===== config.mk =====
export PLATFORM = sky130hd
export DESIGN_NAME = shared_adder_scheduler
export DESIGN_NICKNAME = d
export VERILOG_FILES = /design/src/rtl/shared_adder_scheduler.sv
export SDC_FILE = /design/constraint.sdc
export NUM_CORES = 1
export LEC_CHECK = 0
export BUFFER_PORTS_ARGS = -buffer_cell sky130_fd_sc_hd__buf_4
export CAP_MARGIN = 20
export CORE_MARGIN = 8
export CORE_UTILIZATION = 40
export DETAILED_ROUTE_END_ITERATION = 7
export GPL_TIMING_DRIVEN = 0
export PLACE_DENSITY = 0.66
export SLEW_MARGIN = 20
export SYNTH_ARGS = -nofsm -noshare
export SYNTH_HDL_FRONTEND = slang
export SYNTH_SLANG_ARGS = --single-unit

===== constraint.sdc =====
create_clock -name clk -period 8.3 [get_ports clk]
set_clock_uncertainty 0.2 [all_clocks]
set_input_delay 1.245 -clock clk [delete_from_list [all_inputs] [get_ports clk]]
set_output_delay 1.245 -clock clk [all_outputs]
set_load 0.01 [all_outputs]

===== src/rtl/shared_adder_scheduler.sv =====
// Shares one 4-bit adder slice between two round-robin requesters.
// Each operation processes one nibble per cycle, least significant nibble first.
module shared_adder_scheduler #(
  parameter int NIBBLES = 4
) (
  input  logic                 clk,
  input  logic                 rst,
  input  logic                 req0_valid,
  output logic                 req0_ready,
  input  logic [4*NIBBLES-1:0] req0_a,
  input  logic [4*NIBBLES-1:0] req0_b,
  input  logic                 req1_valid,
  output logic                 req1_ready,
  input  logic [4*NIBBLES-1:0] req1_a,
  input  logic [4*NIBBLES-1:0] req1_b,
  output logic                 res_valid,
  input  logic                 res_ready,
  output logic [4*NIBBLES-1:0] res_sum,
  output logic                 res_cout,
  output logic                 res_id,
  output logic                 busy
);

  localparam int W  = 4 * NIBBLES;
  localparam int CW = (NIBBLES > 1) ? $clog2(NIBBLES) : 1;
  localparam logic [CW-1:0] LAST_NIB = CW'(NIBBLES - 1);

  localparam logic [1:0] IDLE = 2'd0;
  localparam logic [1:0] ADD  = 2'd1;
  localparam logic [1:0] DONE = 2'd2;

  logic [1:0]    state_r;
  logic [W-1:0]  a_r;
  logic [W-1:0]  b_r;
  logic [CW-1:0] cnt_r;
  logic          carry_r;
  logic          prio_r;
  logic          grant_s;
  logic [4:0]    nib_s;

  // One 4-bit slice with carry in; bit 4 of the result is the carry out.
  function automatic logic [4:0] nib_add(input logic [3:0] x, input logic [3:0] y,
                                         input logic ci);
    nib_add = {1'b0, x} + {1'b0, y} + {4'b0000, ci};
  endfunction

  // Grant selection: a lone requester wins, a tie goes to the priority pointer.
  always_comb begin
    if (req0_valid && req1_valid) begin
      grant_s = prio_r;
    end else if (req1_valid) begin
      grant_s = 1'b1;
    end else begin
      grant_s = 1'b0;
    end
  end

  // Current slice of the shared adder; the bit offset is counter * 4.
  always_comb begin
    nib_s = nib_add(a_r[{cnt_r, 2'b00} +: 4], b_r[{cnt_r, 2'b00} +: 4], carry_r);
  end

  assign req0_ready = !rst && (state_r == IDLE) && req0_valid && (grant_s == 1'b0);
  assign req1_ready = !rst && (state_r == IDLE) && req1_valid && (grant_s == 1'b1);
  assign busy       = (state_r != IDLE);

  // Sequencer: accept, walk the nibbles, then hold the result until it is taken.
  always_ff @(posedge clk) begin
    if (rst) begin
      state_r   <= IDLE;
      a_r       <= '0;
      b_r       <= '0;
      cnt_r     <= '0;
      carry_r   <= 1'b0;
      prio_r    <= 1'b0;
      res_valid <= 1'b0;
      res_sum   <= '0;
      res_cout  <= 1'b0;
      res_id    <= 1'b0;
    end else begin
      case (state_r)
        IDLE: begin
          if (req0_valid || req1_valid) begin
            a_r     <= grant_s ? req1_a : req0_a;
            b_r     <= grant_s ? req1_b : req0_b;
            res_id  <= grant_s;
            cnt_r   <= '0;
            carry_r <= 1'b0;
            state_r <= ADD;
          end else begin
            state_r <= IDLE;
          end
        end
        ADD: begin
          res_sum[{cnt_r, 2'b00} +: 4] <= nib_s[3:0];
          carry_r                      <= nib_s[4];
          if (cnt_r == LAST_NIB) begin
            res_cout  <= nib_s[4];
            res_valid <= 1'b1;
            state_r   <= DONE;
          end else begin
            cnt_r <= cnt_r + CW'(1);
          end
        end
        DONE: begin
          if (res_ready) begin
            res_valid <= 1'b0;
            prio_r    <= ~res_id;
            state_r   <= IDLE;
          end else begin
            state_r <= DONE;
          end
        end
        default: begin
          res_valid <= 1'b0;
          state_r   <= IDLE;
        end
      endcase
    end
  end

endmodule


==> results of run 1 <==
-- Yosys cell counts, types with 3 or more instances --
cell type / instances
a211oi_1: 7
a211oi_2: 27
a21oi_1: 8
a22oi_1: 13
buf_4: 5
buf_6: 4
clkbuf_1: 8
dfxtp_1: 57
ha_1: 9
inv_1: 5
mux2i_1: 32
mux4_2: 8
nand2_1: 11
nand2b_1: 3
nand3b_1: 3
nor2_1: 54
o21ai_0: 5
-- registers in the layout (all words and copies together) (netlist names) --
signal	cells
state_r	2
res_cout	1
res_sum	16
b_r	16
res_id	1
cnt_r	2
res_valid	1
carry_r	1
a_r	16
prio_r	1
-- routing by layer --
metal  part of all wire  wire length [um]  up-vias
li1                   -                 -     1253
met1               0.43              3330     1169
met2               0.50              3850       57
met3              0.055               421       12
met4              0.015               117        0
met5                  0                 0        -
-- cell families (layout without fill, tap and decap cells) --
family	count (synthesis)	count (layout)	synth area share
DFF	57	57	0.374
adders and majority gates	11	11	0.0500
muxes	40	40	0.164
AOI/OAI and AO/OA	68	68	0.203
and+or+nand+nor	84	84	0.140
buffers and inverters	28	132	0.0656
xor gates and xnor gates	1	1	0.00287
-- cell type report --
class,count,area share
Tap cell,102,0.0316
Clock buffer,12,0.0384
Multi-Input combinational cell,204,0.423
Inverter,6,0.00557
Buffer,22,0.0440
Sequential cell,57,0.282
Clock inverter,3,0.00991
Timing Repair Buffer,89,0.165
-- worst max-delay path, cell delays in order --
cell	delay (ns)
clkbuf_1	0.30
clkbuf_1	0.45
nor3_1	0.13
buf_4	0.17
-- power groups by stage --
| stage | Clock [mW] | Sequential (mW) | Combinational, mW |
|---|---|---|---|
| final | 0.258 | 0.305 | 0.167 |
| after floorplan | 0 | 0.308 | 0.113 |
| after CTS | 0.262 | 0.305 | 0.171 |
| after global placement | 0 | 0.310 | 0.167 |
| after detailed placement | 0 | 0.311 | 0.169 |
| after global routing | 0.276 | 0.307 | 0.184 |
-- metrics by stage --
step,worst slack (ns),instances
6_report,4.57,495
5_1_grt,4.47,495
4_1_cts,4.55,495
3_5_place_dp,4.55,480
3_3_place_gp,4.56,480
2_1_floorplan,4.74,289
-- worst max path at each step --
| stage | from | endpoint | slack [ns] |
|---|---|---|---|
| after floorplan | req0_valid | req0_ready | 4.74 |
| after global placement | rst | req1_ready | 4.56 |
| after detailed placement | rst | req1_ready | 4.55 |
| after CTS | rst | req1_ready | 4.55 |
| after global routing | rst | req0_ready | 4.47 |
| final | rst | req1_ready | 4.57 |
==> run summary, run 1 <==
The run finished with clean final reports. The filler cells instantiated in the layout total 697. The static leakage came out at 1.81 nW. By area the synthesized netlist is led by dfxtp_1 37%, a211oi_2 11%, mux2i_1 11%. Worst hold path endpoint: prio_r. The part of the power in combinational logic came out at 0.229. The logs give 289 for the synthesized netlist cell count and 0 for the count of antenna-violating nets left after detailed routing.

In this run, the number of DRC markers left after iteration 0 of detailed routing was 55. The number of buffers inserted by port buffering was 89; the critical path required time was 6.86 ns. Area taken by flip-flops and latches: 1140 um^2. The final clock period utilization by the worst path was 0.450. In the layout the commonest cells are 94 x buf_4, 57 x dfxtp_1, 54 x nor2_1.

For the final setup violation count, the log shows 0. The startpoint identified for the worst register-to-register timing path is cnt_r[0]. After global routing, the most crowded layer is met2. At the pin with the least slew margin, the transition time is 0.737 ns. Routed length per instance: 15.6 um. The run gives 4 as the number of search-and-repair iterations in the first detailed-routing pass.

The overall routing resource usage came out at 0.154. Once detailed placement completed, the half-perimeter wirelength came to 6070 um. The run gives 0.730 mW as the overall power of the completed layout. In this run the critical register-to-register path is captured at carry_r. The worst hold path begins at res_id. Setup repair after global routing left no endpoint under its margin. The multi-input combinational cells in the finished layout cover a total of 1710 um^2. With fillers left out, the area of the finished cells amounts to 4040 um^2. The run gives 2.29 ns as the data arrival time of the critical path. The tools report the register share of total power as 0.417.

Entering global routing, the biggest net connects 11 pins. The library cell used most frequently in the layout, excluding fill and tap cells, is buf_4. The clock drives 57 sinks. In this run the cell area measured after placement is 3850 um^2. The critical path class was in -> out. The tools report the yosys synthesis warning count as 0. The placeable core area is 7570 um^2, and the worst setup slack for register-to-register paths is 5.08 ns. The number of distinct library cell variants in the gate-level netlist after synthesis is 42.

The internal portion of the total power is 0.528 mW. The worst hold path belongs to the class reg -> reg. The run gives 0.260 as the global-route track usage on met2. The headroom to the max-slew limit came out at 0.509. The hold path depth works out to 1. The logs give 0.203 mW for the net switching power and 0.374 for the sequential element share of the synthesized area.

The tools report the final hold violation count as 0. TritonCTS built the clock tree. Final-report max-slew violation count: 0. The floorplan has 32 rows. The cell sitting at the root of the clock tree is a clkbuf_8. The tools report the final hold slack as 0.259 ns.

The clock transition at the registers of the reported paths was 0.06 ns. For the number of remaining DRC errors, the log shows 0. In the final timing run, aggregate negative setup slack is 0 ns. The final estimated routing congestion in global placement was 0.820; the number of gates resized after CTS was 0.

Using the TritonRoute via totals, the vias-per-cell ratio works out to 5.03. The first-pass GRT wire length was 12600 um; the number of nets produced by synthesis was 369. The average instance in the mapped netlist occupies 10.6 um^2. The met1 usage in global routing is 0.178. The number of flops mapped to enable cells by yosys came out at 0.

The post-layout net count was 469; the number of vias after detailed routing was 2491. The endpoint type of the worst setup path is an output pin. The later pin in the worst-skew pair is clocked with a latency of 0.34 ns. The run gives 0.403 as the starting density of the core. The kind of launch point of the worst setup path was an input pin.

The logs give 0.534 for the utilization after layout and 9 for the total CTS buffers. The area growth from synthesis to layout is 32.5%. Of all nets on the critical path, the largest fanout is 10. The proportion of netlist area held by the largest area contributor works out to 0.374. For the number of global-route vias before repair, the log shows 2639.

In this run the count of I/O pins placed on the die edge is 91. The H-tree generated during clock tree synthesis spans 3 levels. The worst-case IR drop observed on VDD is 0.0762 mV. For this run the aggregate overflow at the end of global routing stands at 0. In this run the cell area of the synthesized design comes to 3050 um^2. The number of antenna diodes was 0; the fmax was 268 MHz. No sink is reached through more buffers than the 2 on the longest clock path.

The depth of the most critical reg-to-reg path is 8. The fraction of power spent switching nets was 0.278. Initial antenna violation count: 0. The run gives 7720 um as the final routed wirelength across all metal layers.

Synthesis inferred 57 register bits. Fraction of synthesis flops using an asynchronous set or reset pin: 0. Post-synthesis cell type with the largest combined area: dfxtp_1.

The global-route track usage on met3 is 0.0495, and the max-cap check violation count is 0. The share of post-route cells with drive strength above 1 is 0.407. In this run the vertical extent of the chip is 103 um. The horizontal extent of the die is 103 um. The die footprint is 10700 um^2. Power spread over the standard cell area amounts to 181 nW/um^2. The post-CTS repair timing setup buffer count is 0, and the power share of the clock group is 0.354. Buffers inserted to repair hold after CTS numbered 0. For this run, the leading register cell type out of synthesis is dfxtp_1. The worst path needs 3.73 ns of the cycle, external delays included.
Note: power is estimated with default switching activity, not from simulation.
==> run 2: changes to the inputs <==
--- a/config.mk
+++ b/config.mk
@@ -11,7 +11,7 @@
 export CORE_UTILIZATION = 40
 export DETAILED_ROUTE_END_ITERATION = 7
 export GPL_TIMING_DRIVEN = 0
-export PLACE_DENSITY = 0.66
+export PLACE_DENSITY = 0.68
 export SLEW_MARGIN = 20
 export SYNTH_ARGS = -nofsm -noshare
 export SYNTH_HDL_FRONTEND = slang
==> constraint.sdc (replaced) <==
create_clock -name clk -period 3.2 [get_ports clk]
set_clock_uncertainty 0.2 [all_clocks]
set_input_delay 0.48 -clock clk [delete_from_list [all_inputs] [get_ports clk]]
set_output_delay 0.48 -clock clk [all_outputs]
set_load 0.01 [all_outputs]
==> run summary, run 2 (synthesis results as in run 1) <==
The final worst slack was 0.159 ns. In this run the worst setup path begins at cnt_r[0]. For the HPWL after detailed placement, the log shows 6160 um. For this design the static power due to leakage is 1.79 nW. The clock reaches the later pin of the worst-skew pair after 0.33 ns. The final setup violation count came out at 0. The number of vias after detailed routing is 2474, and the die footprint is 10700 um^2. The run gives 0.172 as the met1 usage in global routing.

TritonCTS built the clock tree. The post-layout net count was 469. The mean number of vias per cell works out to 5.02. For the maximum count of clock buffers along a single path, the log shows 2. The run gives 0 as the number of antenna diodes. In this run the register-to-register setup slack is 0.16 ns.

Counting instances, the worst hold path has a depth of 3. Vertical extent of the die: 103 um. Once layout is done, the placed cells without fillers occupy 4000 um^2. The worst hold path belongs to the class in -> reg.

The worst setup path is of the reg -> reg kind. The global-route track usage on met3 was 0.0462; the instance area after placement was 3850 um^2. Leaving out fill and tap cells, the most frequent cells in the layout are 93 x buf_4, 56 x dfxtp_1, 54 x nor2_1. The worst setup path is captured at a register.

The most heavily used metal layer in global routing is met2. First-pass GRT wire length: 12700 um. In this run the most critical hold path is launched from res_ready. The number of search-and-repair iterations in the first detailed-routing pass came out at 4. In the final layout, the registers with the most flip-flops are a_r x16, b_r x16, res_sum x16. For this run, the top clock speed supported by timing is 329 MHz. 91 I/O pins were placed.

The slew at the pin with the worst max-slew slack is 0.780 ns. The initial antenna violation count was 0; the final-layout fill cell count was 712. For this design the ratio of total power to cell area is 442 nW/um^2. The tools report the data arrival time of the critical path as 3.04 ns.

The final clock period utilization by the worst path is 0.950. Subtracting the final worst setup slack from the clock period gives 3.04 ns. The flow ran to the end, and the final reports show no timing, DRC or antenna violations. The final hold violation count was 0; the final estimated routing congestion in global placement was 0.775.

Leaving out fill and tap cells, the most frequent cell in the layout is buf_4. Of all nets on the critical path, the largest fanout is 10. The pre-CTS worst setup slack was -0.0501 ns. The worst setup path is launched from a register.

TritonCTS created 9 clock buffers. The tools report the count of antenna-violating nets left after detailed routing as 0. In this run the tool buffered the top-level ports with 89 buffer cells. The share of post-route cells with drive strength above 1 is 0.407.

The floorplan step defined a core boundary enclosing 7570 um^2. At the worst endpoint, the required time is 3.20 ns. The run gives 0 as the final-report max-slew violation count. From synthesis to final layout, the design area changed by 31.2%.

The horizontal extent of the die works out to 103 um. After clock tree synthesis, the clock-pin slew on the worst setup and hold paths is 0.06 ns. The floorplan has 32 rows.

The depth of the most critical reg-to-reg path was 8. The tools report the headroom to the max-slew limit as 0.480. The tools report the number of remaining DRC errors as 0.

The utilization after layout is 0.529, and the starting density of the core is 0.403. The run gives 7780 um as the final routed wirelength across all metal layers. The worst register-to-register path begins at cnt_r[0].

Entering global routing, the biggest net connects 11 pins. The tools report the buffer type at the clock tree root as clkbuf_8. The routed length per instance is 15.8 um, and the global-route track usage on met2 is 0.269.

Clock sink count: 57. The total overflow left after global routing is 0. The first-iteration detailed-routing DRC count is 91.

VDD sags by at most 0.207 mV. The logs give 0.155 for the overall routing resource usage and 0 for the max-cap check violation count. For the number of global-route vias before repair, the log shows 2697.

For this design, the CTS-stage hold fixing added 0 buffers. Setup repair after global routing left no endpoint under its margin. In this run the number of H-tree levels came out at 3.
run 2: changes by cell type in the layout (fill, tap and decap cells not counted), sizes merged:
cell / previous run / this run
bufinv: 1 / 0
clkinv: 2 / 1
run 2: path summary, 6_finish.rpt:
kind	to
min	res_valid
max reg2reg	carry_r
max	carry_r
min reg2reg	prio_r
run 2: per-stage QoR:
| step | power [mW] | hold WS, ns | setup TNS [ns] | instances |
|---|---|---|---|---|
| 6_report | 1.77 | 0.261 | 0 | 493 |
| 5_1_grt | 1.87 | 0.263 | 0 | 493 |
| 4_1_cts | 1.79 | 0.243 | 0 | 493 |
| 3_5_place_dp | 1.24 | 0.260 | -0.0501 | 480 |
| 3_3_place_gp | 1.23 | 0.240 | -0.0279 | 480 |
| 2_1_floorplan | 1.09 | 0.275 | 0 | 289 |
run 2: area by class of cell:
class | instances | area [um^2] | share of cell area
plain buffers | 22 | 183 | 0.0456
clock inverters | 1 | 5.00 | 0.00125
inverters | 6 | 22.5 | 0.00563
flip-flops and latches | 57 | 1140 | 0.285
repair buffers | 89 | 668 | 0.167
well taps | 102 | 128 | 0.0319
multi-input cells | 204 | 1710 | 0.427
clock buffers | 12 | 145 | 0.0363
run 2: routing by layer:
layer	wire length (um)	share of wire
met1	3310	0.43
met2	3940	0.51
met3	378	0.049
met4	146	0.019
met5	0	0
run 2: critical path, stage by stage (launching register included):
cell	delay (ns)
dfxtp_2	0.45
buf_6	0.21
mux4_2	0.54
fa_1	0.45
fa_1	0.41
a21o_1	0.19
a21oi_1	0.26
o22a_1	0.17
nor2_1	0.03
run 2: report_power, final:
part	switching [mW]	total, mW	internal [mW]
Clock	0.257	0.545	0.288
Sequential	0.0294	0.791	0.761
Combinational	0.221	0.434	0.213
Total	0.507	1.77	1.26
run 2: repair_timing:
item                                    in CTS  in global routing
buffers inserted                             0                  0
endpoints found under the setup margin       1                  2
pin swaps                                    0                  0
resized for setup                            1                  3
